## src/rtl/mc_core_pkg.sv

```systemverilog
// Shared types and constants for the multi-cycle core sequencer.
// Optional performance counters in mc_core_ctrl are enabled by defining
// MC_CORE_CTRL_PERF_EN.
package mc_core_pkg;

  // Sequencer states (3-bit encoding, exported on the debug state port)
  typedef enum logic [2:0] {
    ST_FETCH_REQ  = 3'd0,
    ST_FETCH_WAIT = 3'd1,
    ST_EXEC       = 3'd2,
    ST_MEM_REQ    = 3'd3,
    ST_MEM_WAIT   = 3'd4,
    ST_COMMIT     = 3'd5,
    ST_HALT       = 3'd6,
    ST_FAULT      = 3'd7
  } state_e;

  // Reason reported on o_fault_cause once the sequencer has faulted
  typedef enum logic [1:0] {
    CAUSE_IFETCH_ERR = 2'd0,
    CAUSE_LSU_ERR    = 2'd1,
    CAUSE_TIMEOUT    = 2'd2,
    CAUSE_MISALIGN   = 2'd3
  } fault_cause_e;

  localparam logic [31:0] EBREAK_INST = 32'h0010_0073;
  localparam int unsigned INST_BYTES  = 4;

  // A redirect target is usable only if it is word aligned
  function automatic logic is_misaligned(input logic [1:0] addr_lsb);
    return addr_lsb != 2'b00;
  endfunction

endpackage

```

## src/rtl/mc_wait_timer.sv

```systemverilog
// Wait-state watchdog shared by the fetch and data WAIT states.
// count holds the number of wait cycles already completed; o_expired is
// raised during the (2^TIMEOUT_W - 1)th wait cycle so the sequencer can
// leave for FAULT at the end of that cycle.
module mc_wait_timer #(
  parameter int unsigned TIMEOUT_W = 8
) (
  input  logic i_clock,
  input  logic i_reset,
  input  logic i_clear,
  input  logic i_enable,
  output logic o_expired
);

  localparam logic [TIMEOUT_W-1:0] LAST_WAIT = {{(TIMEOUT_W-1){1'b1}}, 1'b0};
  localparam logic [TIMEOUT_W-1:0] ONE       = {{(TIMEOUT_W-1){1'b0}}, 1'b1};

  logic [TIMEOUT_W-1:0] count;

  // Count completed wait cycles; cleared whenever the sequencer is not waiting
  always_ff @(posedge i_clock) begin
    if (i_reset || i_clear) begin
      count <= '0;
    end else if (i_enable && !o_expired) begin
      count <= count + ONE;
    end
  end

  assign o_expired = i_enable && (count == LAST_WAIT);

endmodule

```

## src/rtl/mc_core_ctrl.sv

```systemverilog
// Multi-cycle sequencer for the NPC core: owns PC and instruction register,
// handshakes with instruction/data memory, gates commit write enables and
// detects ebreak halt, bus errors, wait timeouts and misaligned redirects.
// Define MC_CORE_CTRL_PERF_EN to build the mcycle/minstret counters.
//
// Handshake: a request transfers on a cycle where valid && ready are both
// high; valid is held (and the address kept stable) until that cycle. The
// response is taken on the first resp_valid seen in the matching WAIT state;
// resp_valid in any other state is ignored.
module mc_core_ctrl
  import mc_core_pkg::*;
#(
  parameter int unsigned      XLEN      = 32,
  parameter logic [XLEN-1:0]  RESET_PC  = XLEN'(32'h8000_0000),
  parameter int unsigned      TIMEOUT_W = 8
) (
  input  logic            i_clock,
  input  logic            i_reset,
  output logic            o_imem_req_valid,
  input  logic            i_imem_req_ready,
  output logic [XLEN-1:0] o_imem_addr,
  input  logic            i_imem_resp_valid,
  input  logic [31:0]     i_imem_resp_data,
  input  logic            i_imem_resp_err,
  output logic [31:0]     o_inst,
  output logic [XLEN-1:0] o_pc,
  input  logic            i_ex_redirect,
  input  logic [XLEN-1:0] i_ex_upc,
  input  logic            i_ex_mem_ren,
  input  logic            i_ex_mem_wen,
  input  logic            i_ex_reg_wen,
  input  logic            i_ex_csr_wen,
  output logic            o_dmem_req_valid,
  input  logic            i_dmem_req_ready,
  input  logic            i_dmem_resp_valid,
  input  logic            i_dmem_resp_err,
  output logic            o_reg_wen,
  output logic            o_csr_wen,
  output logic            o_retire,
  output logic            o_halt,
  output logic            o_fault,
  output logic [1:0]      o_fault_cause,
  output logic [63:0]     o_mcycle,
  output logic [63:0]     o_minstret,
  output logic [2:0]      o_state
);

  localparam logic [2:0] S_FETCH_REQ  = ST_FETCH_REQ;
  localparam logic [2:0] S_FETCH_WAIT = ST_FETCH_WAIT;
  localparam logic [2:0] S_EXEC       = ST_EXEC;
  localparam logic [2:0] S_MEM_REQ    = ST_MEM_REQ;
  localparam logic [2:0] S_MEM_WAIT   = ST_MEM_WAIT;
  localparam logic [2:0] S_COMMIT     = ST_COMMIT;
  localparam logic [2:0] S_HALT       = ST_HALT;
  localparam logic [2:0] S_FAULT      = ST_FAULT;

  logic [2:0]      state, state_d;
  logic [XLEN-1:0] pc, pc_d;
  logic [31:0]     inst, inst_d;
  logic [1:0]      cause, cause_d;
  logic            in_wait;
  logic            tmr_expired;
  logic            bad_target;
  logic            commit_ok;

  assign in_wait    = (state == S_FETCH_WAIT) || (state == S_MEM_WAIT);
  assign bad_target = i_ex_redirect && is_misaligned(i_ex_upc[1:0]);
  // A misaligned redirect suppresses the whole commit: no writes, no retire
  assign commit_ok  = !i_reset && (state == S_COMMIT) && !bad_target;

  mc_wait_timer #(
    .TIMEOUT_W (TIMEOUT_W)
  ) u_wait_timer (
    .i_clock   (i_clock),
    .i_reset   (i_reset),
    .i_clear   (!in_wait),
    .i_enable  (in_wait),
    .o_expired (tmr_expired)
  );

  // Next-state, PC, instruction latch and fault-cause selection
  always_comb begin
    state_d = state;
    pc_d    = pc;
    inst_d  = inst;
    cause_d = cause;
    case (state)
      S_FETCH_REQ: begin
        if (i_imem_req_ready) state_d = S_FETCH_WAIT;
      end
      S_FETCH_WAIT: begin
        // A response in the timeout cycle still wins over the timeout
        if (i_imem_resp_valid) begin
          inst_d = i_imem_resp_data;
          if (i_imem_resp_err) begin
            state_d = S_FAULT;
            cause_d = CAUSE_IFETCH_ERR;
          end else begin
            state_d = S_EXEC;
          end
        end else if (tmr_expired) begin
          state_d = S_FAULT;
          cause_d = CAUSE_TIMEOUT;
        end
      end
      S_EXEC: begin
        if (inst == EBREAK_INST)              state_d = S_HALT;
        else if (i_ex_mem_ren || i_ex_mem_wen) state_d = S_MEM_REQ;
        else                                  state_d = S_COMMIT;
      end
      S_MEM_REQ: begin
        if (i_dmem_req_ready) state_d = S_MEM_WAIT;
      end
      S_MEM_WAIT: begin
        if (i_dmem_resp_valid) begin
          if (i_dmem_resp_err) begin
            state_d = S_FAULT;
            cause_d = CAUSE_LSU_ERR;
          end else begin
            state_d = S_COMMIT;
          end
        end else if (tmr_expired) begin
          state_d = S_FAULT;
          cause_d = CAUSE_TIMEOUT;
        end
      end
      S_COMMIT: begin
        if (bad_target) begin
          state_d = S_FAULT;
          cause_d = CAUSE_MISALIGN;
        end else begin
          pc_d    = i_ex_redirect ? i_ex_upc : pc + XLEN'(INST_BYTES);
          state_d = S_FETCH_REQ;
        end
      end
      S_HALT:  state_d = S_HALT;
      S_FAULT: state_d = S_FAULT;
      default: state_d = S_FETCH_REQ;
    endcase
  end

  // Sequencer registers with synchronous reset
  always_ff @(posedge i_clock) begin
    if (i_reset) begin
      state <= S_FETCH_REQ;
      pc    <= RESET_PC;
      inst  <= '0;
      cause <= CAUSE_IFETCH_ERR;
    end else begin
      state <= state_d;
      pc    <= pc_d;
      inst  <= inst_d;
      cause <= cause_d;
    end
  end

  assign o_imem_req_valid = !i_reset && (state == S_FETCH_REQ);
  assign o_dmem_req_valid = !i_reset && (state == S_MEM_REQ);
  assign o_imem_addr      = pc;
  assign o_pc             = pc;
  assign o_inst           = inst;
  assign o_retire         = commit_ok;
  assign o_reg_wen        = commit_ok && i_ex_reg_wen;
  assign o_csr_wen        = commit_ok && i_ex_csr_wen;
  assign o_halt           = (state == S_HALT);
  assign o_fault          = (state == S_FAULT);
  assign o_fault_cause    = cause;
  assign o_state          = state;

`ifdef MC_CORE_CTRL_PERF_EN
  logic [63:0] mcycle;
  logic [63:0] minstret;

  // Free-running cycle and retired-instruction counters, wrapping at 2^64
  always_ff @(posedge i_clock) begin
    if (i_reset) begin
      mcycle   <= '0;
      minstret <= '0;
    end else begin
      mcycle <= mcycle + 64'd1;
      if (commit_ok) minstret <= minstret + 64'd1;
    end
  end

  assign o_mcycle   = mcycle;
  assign o_minstret = minstret;
`else
  assign o_mcycle   = '0;
  assign o_minstret = '0;
`endif

endmodule
```

## config.mk

```make
export PLATFORM = sky130hd
export DESIGN_NAME = mc_core_ctrl
export DESIGN_NICKNAME = d
export VERILOG_FILES = /design/src/rtl/mc_core_pkg.sv /design/src/rtl/mc_wait_timer.sv /design/src/rtl/mc_core_ctrl.sv
export SDC_FILE = /design/constraint.sdc
export NUM_CORES = 1
export LEC_CHECK = 0
export BUFFER_PORTS_ARGS = -buffer_cell sky130_fd_sc_hd__buf_4
export CAP_MARGIN = 20
export CORE_ASPECT_RATIO = 0.6
export CORE_MARGIN = 10
export CORE_UTILIZATION = 41
export CTS_BUF_LIST = sky130_fd_sc_hd__clkbuf_4 sky130_fd_sc_hd__clkbuf_8
export DETAILED_ROUTE_END_ITERATION = 8
export PLACE_DENSITY = 0.79
export SETUP_SLACK_MARGIN = 0.1
export SLEW_MARGIN = 20
export SYNTH_ARGS = -nofsm -noshare
export SYNTH_HDL_FRONTEND = slang
export SYNTH_HIERARCHICAL = 1
export SYNTH_SLANG_ARGS = --single-unit
export TNS_END_PERCENT = 5
```

## constraint.sdc

```tcl
create_clock -name i_clock -period 1.9 [get_ports i_clock]
set_input_delay 0.285 -clock i_clock [delete_from_list [all_inputs] [get_ports i_clock]]
set_output_delay 0.285 -clock i_clock [all_outputs]
set_load 0.005 [all_outputs]
```

## Yosys cells after proc, flatten, opt, wreduce, memory -nomap -nowiden

Index checks and enable logic that the tools add are counted.

- Add/sub/neg operators: 2
- Equality and inequality tests: 14
- Muxes and demuxes: 19
- Bitwise gates (word level): 1
- Reductions and logical operators: 23

Operator list:

| operator | number |
|---|---|
| 32-bit by 3-bit adder with 32-bit output (second input constant) | 1 |
| 32-bit by 21-bit equality test with 1-bit output (second input constant) | 1 |
| 32-bit two-way mux | 1 |
| 3-bit two-way mux | 9 |
| 3-bit one-hot mux with 8 select lines | 1 |
| 2-bit two-way mux | 7 |
| 3-bit equality test (second input constant) | 4 |
| 1-bit logical AND | 9 |
| 8-bit by 1-bit adder with 8-bit output (second input constant) | 1 |
| 8-bit equality test (second input constant) | 1 |
| 3-bit by 2-bit equality test with 1-bit output (second input constant) | 2 |
| 2-bit inequality test (second input constant) | 3 |
| 3-bit inequality test (second input constant) | 2 |
| 2-bit one-hot mux with 3 select lines | 1 |
| 2-bit AND reduction | 3 |
| 1-bit zero test | 4 |
| 4-bit AND reduction | 1 |
| 3-bit by 1-bit equality test with 1-bit output (second input constant) | 1 |
| 3-bit zero test | 1 |
| 1-bit logical OR | 3 |
| 3-bit nonzero test | 1 |
| 2-bit nonzero test | 1 |
| 1-bit inverter | 1 |

- Register bits after elaboration: 77
- Input bits: 77
- Output and inout bits: 236

## Logic depth before layout (Yosys ltp)

Gate-level depths: netlist of run 1.

- Depth in word-level cells: 6
- Gate-level depth with buffers: 9
- Depth with buffers taken out: 8

## By module

The synthesis of run 1 kept the hierarchy.

Modules (own cells, without submodules):

| module | instances | cells an instance | area an instance (um^2) | seq. area each (um^2) |
|---|---|---|---|---|
| mc_core_ctrl | 1 | 653 | 4904.7 | 1381.3 |
| mc_wait_timer | 1 | 51 | 455.4 | 160.2 |

## Worst setup path after synthesis of run 1

Ideal clock, no wire load.

- Path type: register to register
- Start point: reg pc[2] (netlist: o_imem_addr[2])
- End point: reg pc[20] (netlist: o_imem_addr[20])
- Setup time: 122 ps
- Arrival time: 1970 ps
- Slack: -192 ps
- Stages on the path, launching flop included: 8
- Path buffers: 1
- Period minus slack after synthesis: 2092 ps
- Path through: dfxtp_1 ha_1 and4_2 nand3_4 or2_1 buf_6 or4_1 o311a_1

- Longest elaborated chain between the ends: 2

RTL lines:

| what | line | source |
|---|---|---|
| from (decl) | mc_core_ctrl.sv:58 | `logic [XLEN-1:0] pc, pc_d;` |
| from (signal assigned) | mc_core_ctrl.sv:151 | `pc <= pc_d;` |
| 32-bit by 3-bit adder with 32-bit output | mc_core_ctrl.sv:132 | `pc_d = i_ex_redirect ? i_ex_upc : pc + XLEN'(INST_BYTES);` |
| 32-bit two-way mux | mc_core_ctrl.sv:132 |  |

No other way between the ends.
A chain may end at the register's enable or synchronous reset.

## Final worst setup path of run 1

- Start point: reg pc[3] (netlist: o_imem_addr[3])
- End point: reg pc[20] (netlist: o_imem_addr[20])

Same word-level chain as after synthesis.

==> results_dict.tcl, run 1 <==
set metrics [dict create \
    synth_top_area_cell "dfxtp_1" \
    r2r_setup_slack_ns 0.08 \
    gp_congestion 0.903 \
    cts_hold_buf 0 \
    grt_max_degree 44 \
    synth_ff_type "dfxtp_1" \
    drv_slew 0 \
    grt_use_total_pct 19.5 \
    critPathKind "flop to flop" \
    setup_viol 0 \
    syn_inst 704 \
    yosysTopAreaCellShare_pct 28.8 \
    synthTopCellsByArea "dfxtp_1, buf_4, nand2_1" \
    pre_cts_ws_ns -0.0437 \
    synth-edff-count 0 \
    final.min_clock_period_ns 1.82 \
    status "complete, no violations" \
    die_x_microns 168 \
    rows 32 \
    grt_setup_unrepaired "yes" \
    clock_latency_ns 0.37 \
    grt_pass1_vias 5158 \
    fp.dieH_microns 109 \
    critPathArrivalTime_ns 2.08 \
    clk_pin_slew_worst_paths_ns 0.10 \
    htree_levels 3 \
    core_area_sq_mm 0.0128 \
    ant_nets 0 \
    drcViolationCount 0 \
    cap_violations 0 \
    synthArstFlopShare_pct 0 \
    viasPerCell 5.05 \
    setup_ws_ns 0.0776 \
    place_hpwl_mm 15.2 \
    clock_path_buffers 2 \
    wl_mm 19.1 \
    grt_pass1_wl_mm 29.2 \
    synth-seq-area-share_pct 28.8 \
    startpoint_type "flop" \
    cts.sinks 77 \
    root_buffer "clkbuf_8" \
    cp.required_ns 2.15 \
    dieArea_sq_mm 0.0182 \
    wire_per_inst_microns 17.9 \
    cts_buffers 9 \
    ios 313 \
    yosys_warnings 6 \
    final_area_sq_mm 0.00688 \
    placed_cell_area_sq_mm 0.00654 \
    io_buffers 184 \
    first_iter_violations 402 \
    synth.distinct_cells 63 \
    period_share_pct 95.9 \
    cts_tree "yes" \
    num_vias 5393 \
    grt-ovfl-total 0 \
    dr.pass1.iters 5 \
    start_util_pct 41.8 \
    power_density_mw_per_mm2 747 \
    antenna_found_initial 0 \
    worstSetupEndpointType "flop" \
    hold_path.class "input pin to flop" \
    vdd.ir_drop.worst_uv 481 \
    syn_avg_cell_area_sq_um 7.61 \
    crit_fanout 9 \
    max_freq_ghz 0.549 \
    ys_ff_latch 77 \
    finalHoldViolCount 0 \
    leakage_nw 3.15 \
    area_delta_synth_final_pct 28.3 \
    synthesis.area_sq_mm 0.00536 \
    antenna_cells 0 \
    hold_slack_ns 0.153 \
    final_nets 973 \
    drive_above_1_share_pct 33.1 \
    fin_skew_ns 0.00867 \
]
==> Yosys cell counts, drive strengths merged (3+ instances only) <==
master / number
a211oi: 9
a21oi: 59
a22oi: 3
a31oi: 11
a32o: 7
and2: 7
and3: 16
and4: 9
buf: 170
clkbuf: 28
dfxtp: 77
ha: 3
inv: 13
mux2i: 6
nand2: 107
nand3: 22
nand4: 12
nor2: 27
nor3: 9
nor4: 11
nor4b: 8
o21ai: 31
o221ai: 3
o22ai: 4
o311ai: 4
o31ai: 8
o41ai: 5
or2: 3
==> registers in the layout (all words and copies together) (netlist names) <==
| signal | flops |
|---|---|
| o_inst | 32 |
| o_imem_addr | 32 |
| o_state | 3 |
| u_wait_timer/count | 8 |
| o_fault_cause | 2 |
==> through the flow <==
step	utilization, %	TNS [ns]	std cells	power [mW]
2_1_floorplan	-	-0.0137	831	3.13
3_3_place_gp	51.0	-0.0163	1046	3.80
3_5_place_dp	51.0	-0.0437	1046	3.83
4_1_cts	53.1	0	1065	5.14
5_1_grt	53.7	0	1068	5.49
6_report	53.7	0	1068	5.14
==> worst max-delay path, stage by stage, from the launching register on <==
cell     delay, ns
dfxtp_4       0.38
ha_4          0.13
and4_4        0.24
nand3_4       0.07
or2_4         0.31
or4_1         0.48
o311a_1       0.12
==> layout make-up <==
class	count	area [sq um]
fill	1223	5930
multi-input combinational	543	2960
timing repair buffer	249	1920
sequential	77	1550
tap	170	213
clock buffer	9	124
clock inverter	7	62.6
inverter	13	48.8
==> worst paths after layout <==
check	startpoint	to	cells past startpoint
max	o_imem_addr[3]	o_imem_addr[20]	6
min	i_imem_resp_data[17]	o_inst[17]	3
min reg2reg	o_inst[4]	o_inst[4]	2
max reg2reg	o_imem_addr[3]	o_imem_addr[20]	6
==> power by group <==
group,switching [mW],total (mW),internal (mW)
Clock,0.726,1.23,0.507
Sequential,0.155,1.95,1.80
Combinational,1.05,1.95,0.901
Total,1.93,5.14,3.20
==> kinds of logic (layout without fill, tap and decap cells) <==
| group | count (synthesis) | after routing | synth area share, % |
|---|---|---|---|
| other | 1 | 128 | 0.0700 |
| and+or+nand+nor | 243 | 243 | 23.1 |
| buffers and inverters | 211 | 278 | 26.8 |
| adders and majority gates | 3 | 3 | 0.700 |
| xor gates and xnor gates | 1 | 1 | 0.163 |
| muxes | 6 | 6 | 1.12 |
| AOI/OAI and AO/OA | 162 | 162 | 19.3 |
| DFF | 77 | 77 | 28.8 |
==> layout by cell type (no fill, tap or decap), types with 9 or more instances in the layout <==
cell type	Yosys	routed
nor2_1	27	27
dfxtp_1	77	71
a21oi_1	59	59
buf_4	160	246
a31oi_1	11	11
nor3_1	9	9
nand2_1	107	106
inv_1	13	12
clkbuf_8	0	9
and3_1	15	12
o21ai_0	29	29
conb_1	1	128
nor4_1	11	9
nand4_1	11	11
nand3_1	21	21
==> routing by layer <==
layer  track usage, %  up-vias  wire length [microns]
met5                0        -                      0
met4             4.27        0                    115
met3             8.77       10                   2270
met2             29.6      284                   8680
met1             25.1     2514                   8080
li1                 -     2585                      -
==> what timing repair did <==
item	in CTS	in global routing
cloned	1	0
gates resized for setup	11	13
endpoints found under the setup margin	9	20
setup buffers	2	3
endpoints found under the hold margin	0	0
Power figures use the tool's default switching activity.
==> inputs of run 2 (changes only) <==
- BUFFER_PORTS_ARGS: -buffer_cell sky130_fd_sc_hd__buf_4 -> not set
- CORE_UTILIZATION: 41 -> 60
- DONT_BUFFER_PORTS: not set -> 1
==> results_dict.tcl, run 2 (synthesis gave the netlist of run 1 again) <==
set metrics [dict create \
    final.min_clock_period_ns 1.84 \
    rows 26 \
    pwr-share-clk_pct 27.3 \
    cap_violations 0 \
    wire_per_inst_microns 21.7 \
    start_util_pct 62.2 \
    comb_power_share_pct 30.9 \
    viasPerCell 6.03 \
    vdd.ir_drop.worst_uv 549 \
    r2r_setup_slack_ns 0.07 \
    regToRegStartpoint "o_imem_addr[3]" \
    crit_fanout 15 \
    max_freq_ghz 0.544 \
    place_hpwl_mm 13.4 \
    setup_viol 0 \
    num_vias 4947 \
    drive_above_1_share_pct 14.5 \
    final_nets 784 \
    clock_path_buffers 2 \
    crit_path_end "o_csr_wen" \
    tns_ns 0 \
    grt_max_degree 63 \
    final_core_util_pct 62.6 \
    area_delta_synth_final_pct 0.630 \
    grt-ovfl-total 0 \
    worst_pin_slew_ns 0.547 \
    nFillCells 740 \
    io_buffers 0 \
    critPathArrivalTime_ns 1.55 \
    hold_path.class "input pin to flop" \
    ant_nets 0 \
    worstSetupEndpointType "output port" \
    final_cells 821 \
    power_density_mw_per_mm2 878 \
    most-common-layout-cells "conb_1, nand2_1, dfxtp_1" \
    cts_tree "yes" \
    place_inst 799 \
    clk_pin_slew_worst_paths_ns 0.09 \
    drv_slew 0 \
    htree_levels 3 \
    antenna_found_initial 0 \
    root_buffer "clkbuf_8" \
    fp.dieH_microns 93.2 \
    clock_latency_ns 0.36 \
    grt_setup_unrepaired "yes" \
    grt_pass1_vias 4696 \
    worstSetupStartpoint "o_state[1]" \
    gp_congestion 0.951 \
    final_common_cell "conb_1" \
    wl_mm 17.8 \
    switchingPower_mw 1.76 \
    pwr-share-seq_pct 41.8 \
    grt_use_total_pct 24.4 \
    startpoint_type "flop" \
    relSlewSlack_pct 63.4 \
    hold_slack_ns 0.0312 \
    finalHoldViolCount 0 \
    dr.pass1.iters 6 \
    status "complete, no violations" \
    die_x_microns 142 \
    ios 313 \
    dieArea_sq_mm 0.0132 \
    grt_pass1_wl_mm 26.6 \
    cts.sinks 77 \
    leakage_nw 2.18 \
    power.total_mw 4.73 \
    rr_endpoint "o_imem_addr[20]" \
    antenna_cells 0 \
    critPathKind "flop to output port" \
    power.share.switching_pct 37.2 \
    period_share_pct 96.7 \
    first_iter_violations 550 \
    core_area_sq_mm 0.00862 \
    fin_skew_ns 0.00979 \
    worst_r2r_path_depth 6 \
    cp.required_ns 1.62 \
    drcViolationCount 0 \
    intPower_mw 2.97 \
    cts_buffers 9 \
]
==> run 2: cell types whose count changed in the layout (fill, tap and decap cells not counted), sizes merged <==
cell         previous run  this run
inv                    19        14
bufinv                  0         1
clkinv                  0         3
clkbuf                  9        10
bufbuf                  1         0
buf                   248        57
dlygate4sd3             0         3
==> run 2: worst min-delay path by stage <==
stage	startpoint	end	slack, ns	cells after the start
2_1_floorplan	i_ex_mem_ren	o_state[1]	0.42	2
3_3_place_gp	i_reset	o_imem_addr[3]	0.37	1
3_5_place_dp	i_reset	o_imem_addr[2]	0.38	1
4_1_cts	i_reset	o_imem_addr[28]	0.01	1
5_1_grt	i_reset	o_state[1]	0.02	1
6_report	i_reset	o_imem_addr[28]	0.03	1
==> run 2: critical path: stages, from the launching register on <==
cell,delay (ns)
dfxtp_2,0.34
and3b_2,0.26
and2_4,0.22
buf_8,0.16
and3_4,0.20
==> run 2: final cells by class <==
| type | count | area, sq um | area share, % |
|---|---|---|---|
| clock inverter | 6 | 72.6 | 1.35 |
| sequential | 77 | 1550 | 28.8 |
| inverter | 13 | 51.3 | 0.951 |
| timing repair buffer | 60 | 490 | 9.09 |
| clock buffer | 10 | 131 | 2.44 |
| tap | 112 | 140 | 2.60 |
| multi-input combinational | 543 | 2960 | 54.8 |
==> run 2: layer usage <==
| layer | up-vias | share of wire [%] | global-route usage (%) |
|---|---|---|---|
| met4 | 0 | 1.8 | 6.19 |
| met3 | 36 | 16 | 11.3 |
| met1 | 2297 | 36 | 29.6 |
| li1 | 2209 | - | - |
| met2 | 405 | 46 | 38.4 |
| met5 | - | 0 | 0 |
==> run 2: per-stage QoR <==
step | worst slack, ns | instance area (sq um)
2_1_floorplan | -0.00703 | 5860
3_3_place_gp | -0.0185 | 5030
3_5_place_dp | -0.0246 | 5030
4_1_cts | 0.0649 | 5330
5_1_grt | 0.00977 | 5390
6_report | 0.0627 | 5390
==> run 2: timing repair <==
action	in CTS	in global routing
hold endpoints to repair	9	0
setup buffers	0	2
pin swaps	5	3
resized for setup	15	9
hold buffers	4	0
endpoints found under the setup margin	6	19
==> run 2: power groups by stage <==
| stage | Clock, mW | Combinational [mW] | Sequential, mW |
|---|---|---|---|
| final | 1.29 | 1.46 | 1.98 |
| after global routing | 1.37 | 1.62 | 2.00 |
| after CTS | 1.31 | 1.39 | 1.98 |
| after detailed placement | 0 | 1.34 | 2.01 |
| after global placement | 0 | 1.30 | 2.00 |
| after floorplan | 0 | 1.13 | 2.00 |
==> inputs of run 3 (changes only) <==
==> constraint.sdc (replaced) <==
create_clock -name i_clock -period 1.9 [get_ports i_clock]
set_input_delay 0.095 -clock i_clock [delete_from_list [all_inputs] [get_ports i_clock]]
set_output_delay 0.095 -clock i_clock [all_outputs]
set_load 0.005 [all_outputs]
==> results_dict.tcl, run 3 (synthesis gave the netlist of run 1 again) <==
set metrics [dict create \
    cap_violations 0 \
    final_core_util_pct 69.1 \
    place_hpwl_mm 13.1 \
    startpoint_type "flop" \
    status "complete, no violations" \
    cts_tree "yes" \
    hold_path.class "input pin to flop" \
    area_delta_synth_final_pct 11.1 \
    die_x_microns 142 \
    first_iter_violations 548 \
    wl_mm 19.0 \
    dieArea_sq_mm 0.0132 \
    clock_path_buffers 2 \
    antenna_found_initial 0 \
    cts_buffers 9 \
    vdd.ir_drop.worst_uv 580 \
    wire_per_inst_microns 21.8 \
    htree_levels 3 \
    setup_viol 0 \
    most-common-layout-cells "conb_1, nand2_1, dfxtp_1" \
    crit_buf_inv 1 \
    root_buffer "clkbuf_8" \
    grt_pass1_wl_mm 28.2 \
    start_util_pct 62.2 \
    viasPerCell 6.01 \
    cp.required_ns 2.14 \
    final.min_clock_period_ns 1.88 \
    drive_above_1_share_pct 13.7 \
    drv_slew 0 \
    max_freq_ghz 0.531 \
    ant_nets 0 \
    drcViolationCount 0 \
    power_density_mw_per_mm2 805 \
    pre_cts_ws_ns 0.0245 \
    crit_fanout 5 \
    gp_congestion 0.960 \
    worstSetupEndpointType "flop" \
    cts.sinks 77 \
    critPathMaxStageDelay_ns 0.47 \
    final_nets 836 \
    power.total_mw 4.80 \
    critPathKind "flop to flop" \
    grt_setup_unrepaired "yes" \
    period_share_pct 99.2 \
    min_from "i_ex_mem_wen" \
    clk_pin_slew_worst_paths_ns 0.09 \
    path_cells "and4_1, buf_4, nand3_1, nor4b_1, mux2i_1, a31oi_1" \
    leakage_nw 2.39 \
    relSlewSlack_pct 41.8 \
    rows 26 \
    clock_latency_ns 0.36 \
    grt_max_degree 61 \
    worst_pin_slew_ns 0.871 \
    hold_slack_ns 0.0166 \
    fp.dieH_microns 93.2 \
    io_buffers 0 \
    dr.pass1.iters 6 \
    grt_use_total_pct 26.0 \
    core_area_sq_mm 0.00862 \
    worstSetupStartpoint "o_imem_addr[10]" \
    num_vias 5250 \
    ios 313 \
    setup_ws_ns 0.0151 \
    placed_cell_area_sq_mm 0.00502 \
    grt-ovfl-total 0 \
    finalHoldViolCount 0 \
    crit_slowest_cell "nor4b_1" \
    critical-path-top-delay-family "simple AND/OR/NAND/NOR gates" \
    final_common_cell "conb_1" \
    final_area_sq_mm 0.00596 \
    grt_pass1_vias 4961 \
    critPathArrivalTime_ns 2.13 \
    fin_skew_ns 0.00532 \
    regToRegStartpoint "o_imem_addr[10]" \
]
## run 3: cell types whose count changed in the layout (fill, tap and decap cells not counted), sizes merged
| cell | delta |
|---|---|
| bufbuf | +1 |
| clkinv | -1 |
| clkbuf | -1 |
| diode | +1 |
| buf | -4 |
| inv | +3 |
| dlygate4sd3 | +55 |
| bufinv | -1 |
## run 3: final cells by class
class / instances / area, sq um
clock buffers: 9 / 124
repair buffers: 112 / 1060
well taps: 112 / 140
diodes: 1 / 2.50
inverters: 13 / 48.8
flip-flops and latches: 77 / 1560
multi-input cells: 543 / 2960
clock inverters: 7 / 65.1
fillers: 628 / 2670
## run 3: final timing paths
path / end / slack (ns) / depth (start not counted)
worst max-delay path: o_imem_addr[27] / 0.02 / 6
worst min-delay path: o_state[2] / 0.02 / 3
worst max register to register: o_imem_addr[27] / 0.02 / 6
worst min register to register: o_inst[13] / 0.50 / 2
## run 3: what timing repair did
action | in CTS | in global routing
hold buffers | 58 | 1
setup endpoints to repair | 11 | 25
gates resized for setup | 7 | 24
cloned | 1 | 0
setup buffers | 1 | 0
hold endpoints to repair | 68 | 3
pin swaps | 0 | 6
## run 3: stage by stage
stage,instances,setup TNS [ns]
6_report,874,0
5_1_grt,873,-0.0616
4_1_cts,872,0
3_5_place_dp,796,0
2_1_floorplan,831,-0.0137
3_3_place_gp,796,0
## run 3: tightest hold or removal path: stages
cell     delay (ns)
nor2_1         0.08
o21ai_0        0.09
o31ai_1        0.07
## run 3: per-layer routing
metal	up-vias	wire length (microns)	global-route usage [%]
met5	-	0	0
met4	0	410	8.39
met3	51	2800	11.9
met2	455	9030	42.5
met1	2421	6780	29.8
li1	2323	-	-
## run 3: where the power goes
part / leakage, nW / internal (mW) / total [mW] / switching (mW)
combinational: 1.67 / 0.620 / 1.56 / 0.943
sequential: 0.627 / 1.80 / 2.03 / 0.222
clock: 0.0943 / 0.506 / 1.21 / 0.701
total: 2.39 / 2.93 / 4.80 / 1.87
